===== src/rtl/sau_issue_sched.sv =====
// -----------------------------------------------------------------------------
// sau_issue_sched
//
// Shares one fixed-latency SAU (systolic array unit) datapath between
// NUM_REQS dispatch-side requesters. One request is granted at a time using
// round-robin arbitration. Each operation then passes through these states:
//   IDLE -> ISSUE (one-cycle sau_start) -> COMPUTE (lat cycles) -> RESP
// The result is returned tagged with the index of the requester that issued it.
//
// Ports
//   clk          clock
//   reset_n      asynchronous active-low reset
//   req_valid    per-requester request valid                  [NUM_REQS]
//   req_data     per-requester payload, slice i = [i*DATAW +: DATAW]
//   req_ready    per-requester accept, one-hot or zero        [NUM_REQS]
//   cfg_latency  SAU compute latency, sampled on accept; 0 acts as 1
//   sau_start    one-cycle start pulse to the SAU
//   sau_data     registered payload of the granted request    [DATAW]
//   sau_result   SAU result, valid in the last compute cycle  [RESW]
//   rsp_valid    response valid
//   rsp_ready    response accept
//   rsp_idx      requester index of the response
//   rsp_data     registered SAU result                        [RESW]
//   busy         high whenever the scheduler is not idle
// -----------------------------------------------------------------------------
module sau_issue_sched #(
    parameter int NUM_REQS = 4,
    parameter int DATAW    = 64,
    parameter int RESW     = 32,
    parameter int LATW     = 4
) (
    input  logic                          clk,
    input  logic                          reset_n,
    input  logic [NUM_REQS-1:0]           req_valid,
    input  logic [NUM_REQS*DATAW-1:0]     req_data,
    output logic [NUM_REQS-1:0]           req_ready,
    input  logic [LATW-1:0]               cfg_latency,
    output logic                          sau_start,
    output logic [DATAW-1:0]              sau_data,
    input  logic [RESW-1:0]               sau_result,
    output logic                          rsp_valid,
    input  logic                          rsp_ready,
    output logic [$clog2(NUM_REQS)-1:0]   rsp_idx,
    output logic [RESW-1:0]               rsp_data,
    output logic                          busy
);

    localparam int IDXW = $clog2(NUM_REQS);

    typedef enum logic [1:0] {
        IDLE    = 2'd0,
        ISSUE   = 2'd1,
        COMPUTE = 2'd2,
        RESP    = 2'd3
    } state_t;

    state_t            state_reg;
    state_t            state_next;

    logic [IDXW-1:0]   rr_ptr_reg;
    logic [LATW-1:0]   lat_reg;
    logic [LATW-1:0]   counter_reg;
    logic [DATAW-1:0]  sau_data_reg;
    logic [RESW-1:0]   rsp_data_reg;
    logic [IDXW-1:0]   rsp_idx_reg;

    logic [IDXW-1:0]   grant_idx;
    logic [IDXW-1:0]   cand_idx;
    logic              grant_found;
    logic              accept;
    logic [IDXW-1:0]   rr_ptr_next;
    logic [LATW-1:0]   lat_sel;
    logic [DATAW-1:0]  req_slice [NUM_REQS];

    // ------------------------------------------------------------------
    // Round-robin grant: first valid requester at or after rr_ptr, wrapping.
    // ------------------------------------------------------------------
    always_comb begin
        grant_idx   = '0;
        grant_found = 1'b0;
        cand_idx    = '0;
        for (int k = 0; k < NUM_REQS; k++) begin
            cand_idx = IDXW'((int'(rr_ptr_reg) + k) % NUM_REQS);
            if (!grant_found && req_valid[cand_idx]) begin
                grant_found = 1'b1;
                grant_idx   = cand_idx;
            end
        end
    end

    // A grant only exists while idle, so req_ready is also the accept strobe.
    assign accept = (state_reg == IDLE) && grant_found;

    generate
        for (genvar gi = 0; gi < NUM_REQS; gi++) begin : g_req
            assign req_slice[gi] = req_data[gi*DATAW +: DATAW];
            assign req_ready[gi] = accept && (grant_idx == IDXW'(gi));
        end
    endgenerate

    // The pointer moves past the winner; it is non-power-of-two safe.
    assign rr_ptr_next = (grant_idx == IDXW'(NUM_REQS - 1)) ? '0 : grant_idx + IDXW'(1);

    // A zero latency would make the countdown wrap, so it is clamped to 1.
    assign lat_sel = (cfg_latency == '0) ? LATW'(1) : cfg_latency;

    // ------------------------------------------------------------------
    // FSM: state register
    // ------------------------------------------------------------------
    always_ff @(posedge clk or negedge reset_n) begin
        if (!reset_n) begin
            state_reg <= IDLE;
        end else begin
            state_reg <= state_next;
        end
    end

    // ------------------------------------------------------------------
    // FSM: next state and control outputs
    // ------------------------------------------------------------------
    always_comb begin
        state_next = state_reg;
        sau_start  = 1'b0;
        rsp_valid  = 1'b0;
        case (state_reg)
            IDLE: begin
                if (accept) begin
                    state_next = ISSUE;
                end
            end
            ISSUE: begin
                sau_start  = 1'b1;
                state_next = COMPUTE;
            end
            COMPUTE: begin
                if (counter_reg == LATW'(1)) begin
                    state_next = RESP;
                end
            end
            RESP: begin
                rsp_valid = 1'b1;
                if (rsp_ready) begin
                    state_next = IDLE;
                end
            end
            default: begin
                state_next = IDLE;
            end
        endcase
    end

    // ------------------------------------------------------------------
    // Datapath registers
    // ------------------------------------------------------------------
    always_ff @(posedge clk or negedge reset_n) begin
        if (!reset_n) begin
            rr_ptr_reg   <= '0;
            lat_reg      <= '0;
            counter_reg  <= '0;
            sau_data_reg <= '0;
            rsp_data_reg <= '0;
            rsp_idx_reg  <= '0;
        end else begin
            if (accept) begin
                sau_data_reg <= req_slice[grant_idx];
                rsp_idx_reg  <= grant_idx;
                lat_reg      <= lat_sel;
                rr_ptr_reg   <= rr_ptr_next;
            end
            if (state_reg == ISSUE) begin
                counter_reg <= lat_reg;
            end
            if (state_reg == COMPUTE) begin
                counter_reg <= counter_reg - LATW'(1);
                // counter==1 marks the last compute cycle, when the SAU
                // drives its result.
                if (counter_reg == LATW'(1)) begin
                    rsp_data_reg <= sau_result;
                end
            end
        end
    end

    assign sau_data = sau_data_reg;
    assign rsp_data = rsp_data_reg;
    assign rsp_idx  = rsp_idx_reg;
    assign busy     = (state_reg != IDLE);

endmodule


===== config.mk =====
export PLATFORM = sky130hd
export DESIGN_NAME = sau_issue_sched
export DESIGN_NICKNAME = d
export VERILOG_FILES = /design/src/rtl/sau_issue_sched.sv
export SDC_FILE = /design/constraint.sdc
export NUM_CORES = 1
export LEC_CHECK = 0
export CORE_AREA = 2 2 157 159
export CTS_BUF_LIST = sky130_fd_sc_hd__clkbuf_2
export DETAILED_ROUTE_END_ITERATION = 12
export DIE_AREA = 0 0 159 161
export GPL_ROUTABILITY_DRIVEN = 0
export SYNTH_ARGS = -nofsm -noshare
export SYNTH_HDL_FRONTEND = slang
export SYNTH_SLANG_ARGS = --single-unit

===== constraint.sdc =====
create_clock -name clk -period 2.1 [get_ports clk]
set_input_delay 0.42 -clock clk [delete_from_list [all_inputs] [get_ports clk]]
set_output_delay 0.42 -clock clk [all_outputs]
set_load 0.02 [all_outputs]

==> results.sh <==
export IMPL_cp_cell_sequence="clkdlybuf4s50_1 > buf_4 > or3_4 > nor2_1 > nor2_4 > nand2_2 > nor2_4 > buf_4"
export IMPL_slew_limit_headroom_pct=39.0
export IMPL_fin_crit_sh_pct=119
export IMPL_synthCells=637
export IMPL_setup_viol=5
export IMPL_h_tree_depth=3
export IMPL_p_leak_nw=4.90
export IMPL_min_path_type="input port to async pin"
export IMPL_wl_per_cell_um=19.0
export IMPL_drt_initial_drc_count=269
export IMPL_dp_hpwl_um=19400
export IMPL_crit_slowest_cell="clkdlybuf4s50_1"
export IMPL_netlist_area_leader_share_pct=40.3
export IMPL_seq_area_frac_synth_pct=40.3
export IMPL_cts_tree="done"
export IMPL_p_per_area_nw_per_um2=1220
export IMPL_critical_path_top_delay_family="buffers and inverters"
export IMPL_synthArstFlopShare_pct=100
export IMPL_area_growth_synth_to_final_pct=71.4
export IMPL_max_stage_delay_ns=0.50
export IMPL_fin_ws_ns=-0.392
export IMPL_path_class="input port to primary output"
export IMPL_die_w_um=159
export IMPL_startpoint_type="input port"
export IMPL_rsz0062_at_grt="yes"
export IMPL_worst_path_buf_inv=3
export IMPL_slew_viol_final=0
export IMPL_layoutNonFillerInstCount=1379
export IMPL_drive_gt1_share_pct=18.4
export IMPL_grt_pass1_wl_um=40900
export IMPL_clockBufferDepth=2
export IMPL_ys_ff_latch=110
export IMPL_worst_pin_slew_ns=0.915
export IMPL_drv_cap=0
export IMPL_path_clk_slew_ns=0.39
export IMPL_numCtsBuffers=9
export IMPL_die_area_um2=25600
export IMPL_drcViolationCount=0
export IMPL_outcome="finished, violations left"
export IMPL_synthTopCellsByArea="dfrtp_1 (40%), mux2i_1 (9.5%), a221oi_2 (6.6%), o22ai_2 (5.5%), o21ai_0 (3.7%)"
export IMPL_max_clock_freq_mhz=401
export IMPL_antenna_found_initial=1
export IMPL_synth_edf_count=0
export IMPL_fp_dieH_um=161
export IMPL_reg2reg_depth=7
export IMPL_fin_skew_ns=0.0831
export IMPL_vias_per_cell=4.92
export IMPL_dp_cells=1349
export IMPL_final_net_count=1352
export IMPL_fin_crit_ns=2.49
export IMPL_coreArea_um2=24000
export IMPL_antenna_left=0
export IMPL_crit_required_ns=1.68
export IMPL_vias=6787
export IMPL_synth_main_ff_cell="dfrtp_1"
export IMPL_largest_reg_flops=64
export IMPL_syn_area_um2=6830
export IMPL_grt_pass1_vias=6984
export IMPL_start_util_pct=28.5
export IMPL_cts_root_buffer="clkbuf_2"
export IMPL_grt_max_degree=95
export IMPL_arrival_ns=2.07
export IMPL_peakVddDrop_mv=0.868
export IMPL_synth_top_cell_by_area="dfrtp_1"
export IMPL_hold_worst_slack_ns=0.235
export IMPL_r2r_slack_ns=0.04
export IMPL_violations="setup timing"
export IMPL_grt_use_total_pct=20.1
export IMPL_r2r_end="sau_data[16]"
export IMPL_synth_nets=943
export IMPL_yosys_warnings=0
export IMPL_ys_types=42
export IMPL_end_kind="primary output"
export IMPL_cts_sinks=110
export IMPL_port_buffers=403
export IMPL_gr_total_overflow=0
export IMPL_routed_wl_um=26200
export IMPL_hold_viol=0
export IMPL_insertion_delay_ns=0.67
export IMPL_r2r_start="rr_ptr_reg[0]"
export IMPL_rows=57
export IMPL_crit_path_max_fanout=4
export IMPL_dr_pass1_iters=4
export IMPL_design_portCount=404
export IMPL_syn_avg_cell_area_um2=10.7
worst max path at each step:
stage | from | end | slack (ns) | depth (start not counted)
after floorplan | state_reg[0] | req_ready[2] | -0.02 | 8
after global placement | req_valid[3] | req_ready[2] | -0.71 | 8
after detailed placement | req_valid[3] | req_ready[2] | -0.72 | 8
after CTS | rr_ptr_reg[1] | req_ready[1] | -0.50 | 6
after global routing | rr_ptr_reg[1] | req_ready[1] | -0.55 | 6
final | req_valid[3] | req_ready[2] | -0.39 | 8
through the flow:
stage               setup TNS [ns]  setup slack [ns]  total power [mW]  utilization, %  area [um^2]
finish                       -1.47            -0.392              14.3            48.8        11700
global route                 -2.23            -0.550              15.4            48.8        11700
CTS                          -1.85            -0.502              14.3            48.5        11600
detailed placement          -38.44            -0.717              13.5            47.7        11400
global placement            -36.61            -0.712              13.3            47.7        11400
floorplan                  -0.0360           -0.0189              9.54               -         6860
metal layers:
layer / global-route usage (%) / share of wire (%) / vias up
met4: 4.42 / 1.7 / 0
met5: 0 / 0 / -
li1: - / - / 3260
met3: 4.08 / 5.4 / 21
met2: 34.0 / 49 / 229
met1: 26.7 / 44 / 3277
cell usage after synthesis, drive strengths merged (2+ instances only):
library cell / count
a211o: 20
a211oi: 3
a21oi: 9
a221oi: 45
buf: 36
clkbuf: 26
dfrtp: 110
ha: 7
inv: 10
mux2: 32
mux2i: 65
nand2: 37
nand2b: 22
nand3: 5
nor2: 54
nor2b: 2
nor3: 4
o2111a: 19
o21ai: 55
o22ai: 46
o2bb2ai: 20
power breakdown:
part           total, mW  leakage (nW)  switching [mW]  internal (mW)
sequential          3.69          1.27           0.564           3.13
combinational       9.39          3.54            5.13           4.26
clock               1.18        0.0839           0.931          0.247
logic make-up (layout without fill, tap and decap cells):
group / Yosys count / count (layout) / synth area share (%)
compound gates: 224 / 224 / 29.9
other cells: 0 / 4 / 0
simple gates: 127 / 127 / 8.25
fa+ha+maj: 7 / 7 / 1.28
flops: 110 / 110 / 40.3
mux: 97 / 97 / 14.8
buf+inv: 72 / 486 / 5.42
layout make-up:
type	instances	area [um^2]
diodes	4	10.0
clock buffers	9	45.0
clock inverters	7	98.8
fillers	2336	12300
inverters	10	40.0
multi-input cells	455	3870
flip-flops and latches	110	2760
well taps	324	405
repair buffers	460	4470
timing repair:
action | 4_1_cts | 5_1_grt
setup buffers | 7 | 3
endpoints found under the hold margin | 43 | 0
endpoints found under the setup margin | 145 | 39
resized for setup | 160 | 15
pin swaps | 6 | 4
hold buffers | 1 | 0
layout by cell type, fill, tap and decap left out, types with 21 or more instances in the layout:
cell type / netlist / routed
clkdlybuf4s50_1: 0 / 297
dfrtp_1: 110 / 108
dlygate4sd2_1: 0 / 98
mux2i_1: 65 / 62
nor2_1: 54 / 50
o21ai_0: 50 / 50
buf_4: 9 / 44
nand2_1: 37 / 35
a221oi_2: 30 / 33
o22ai_2: 30 / 30
nand2b_1: 22 / 22
mux2_2: 21 / 21
Note: power is estimated with default switching activity, not from simulation.
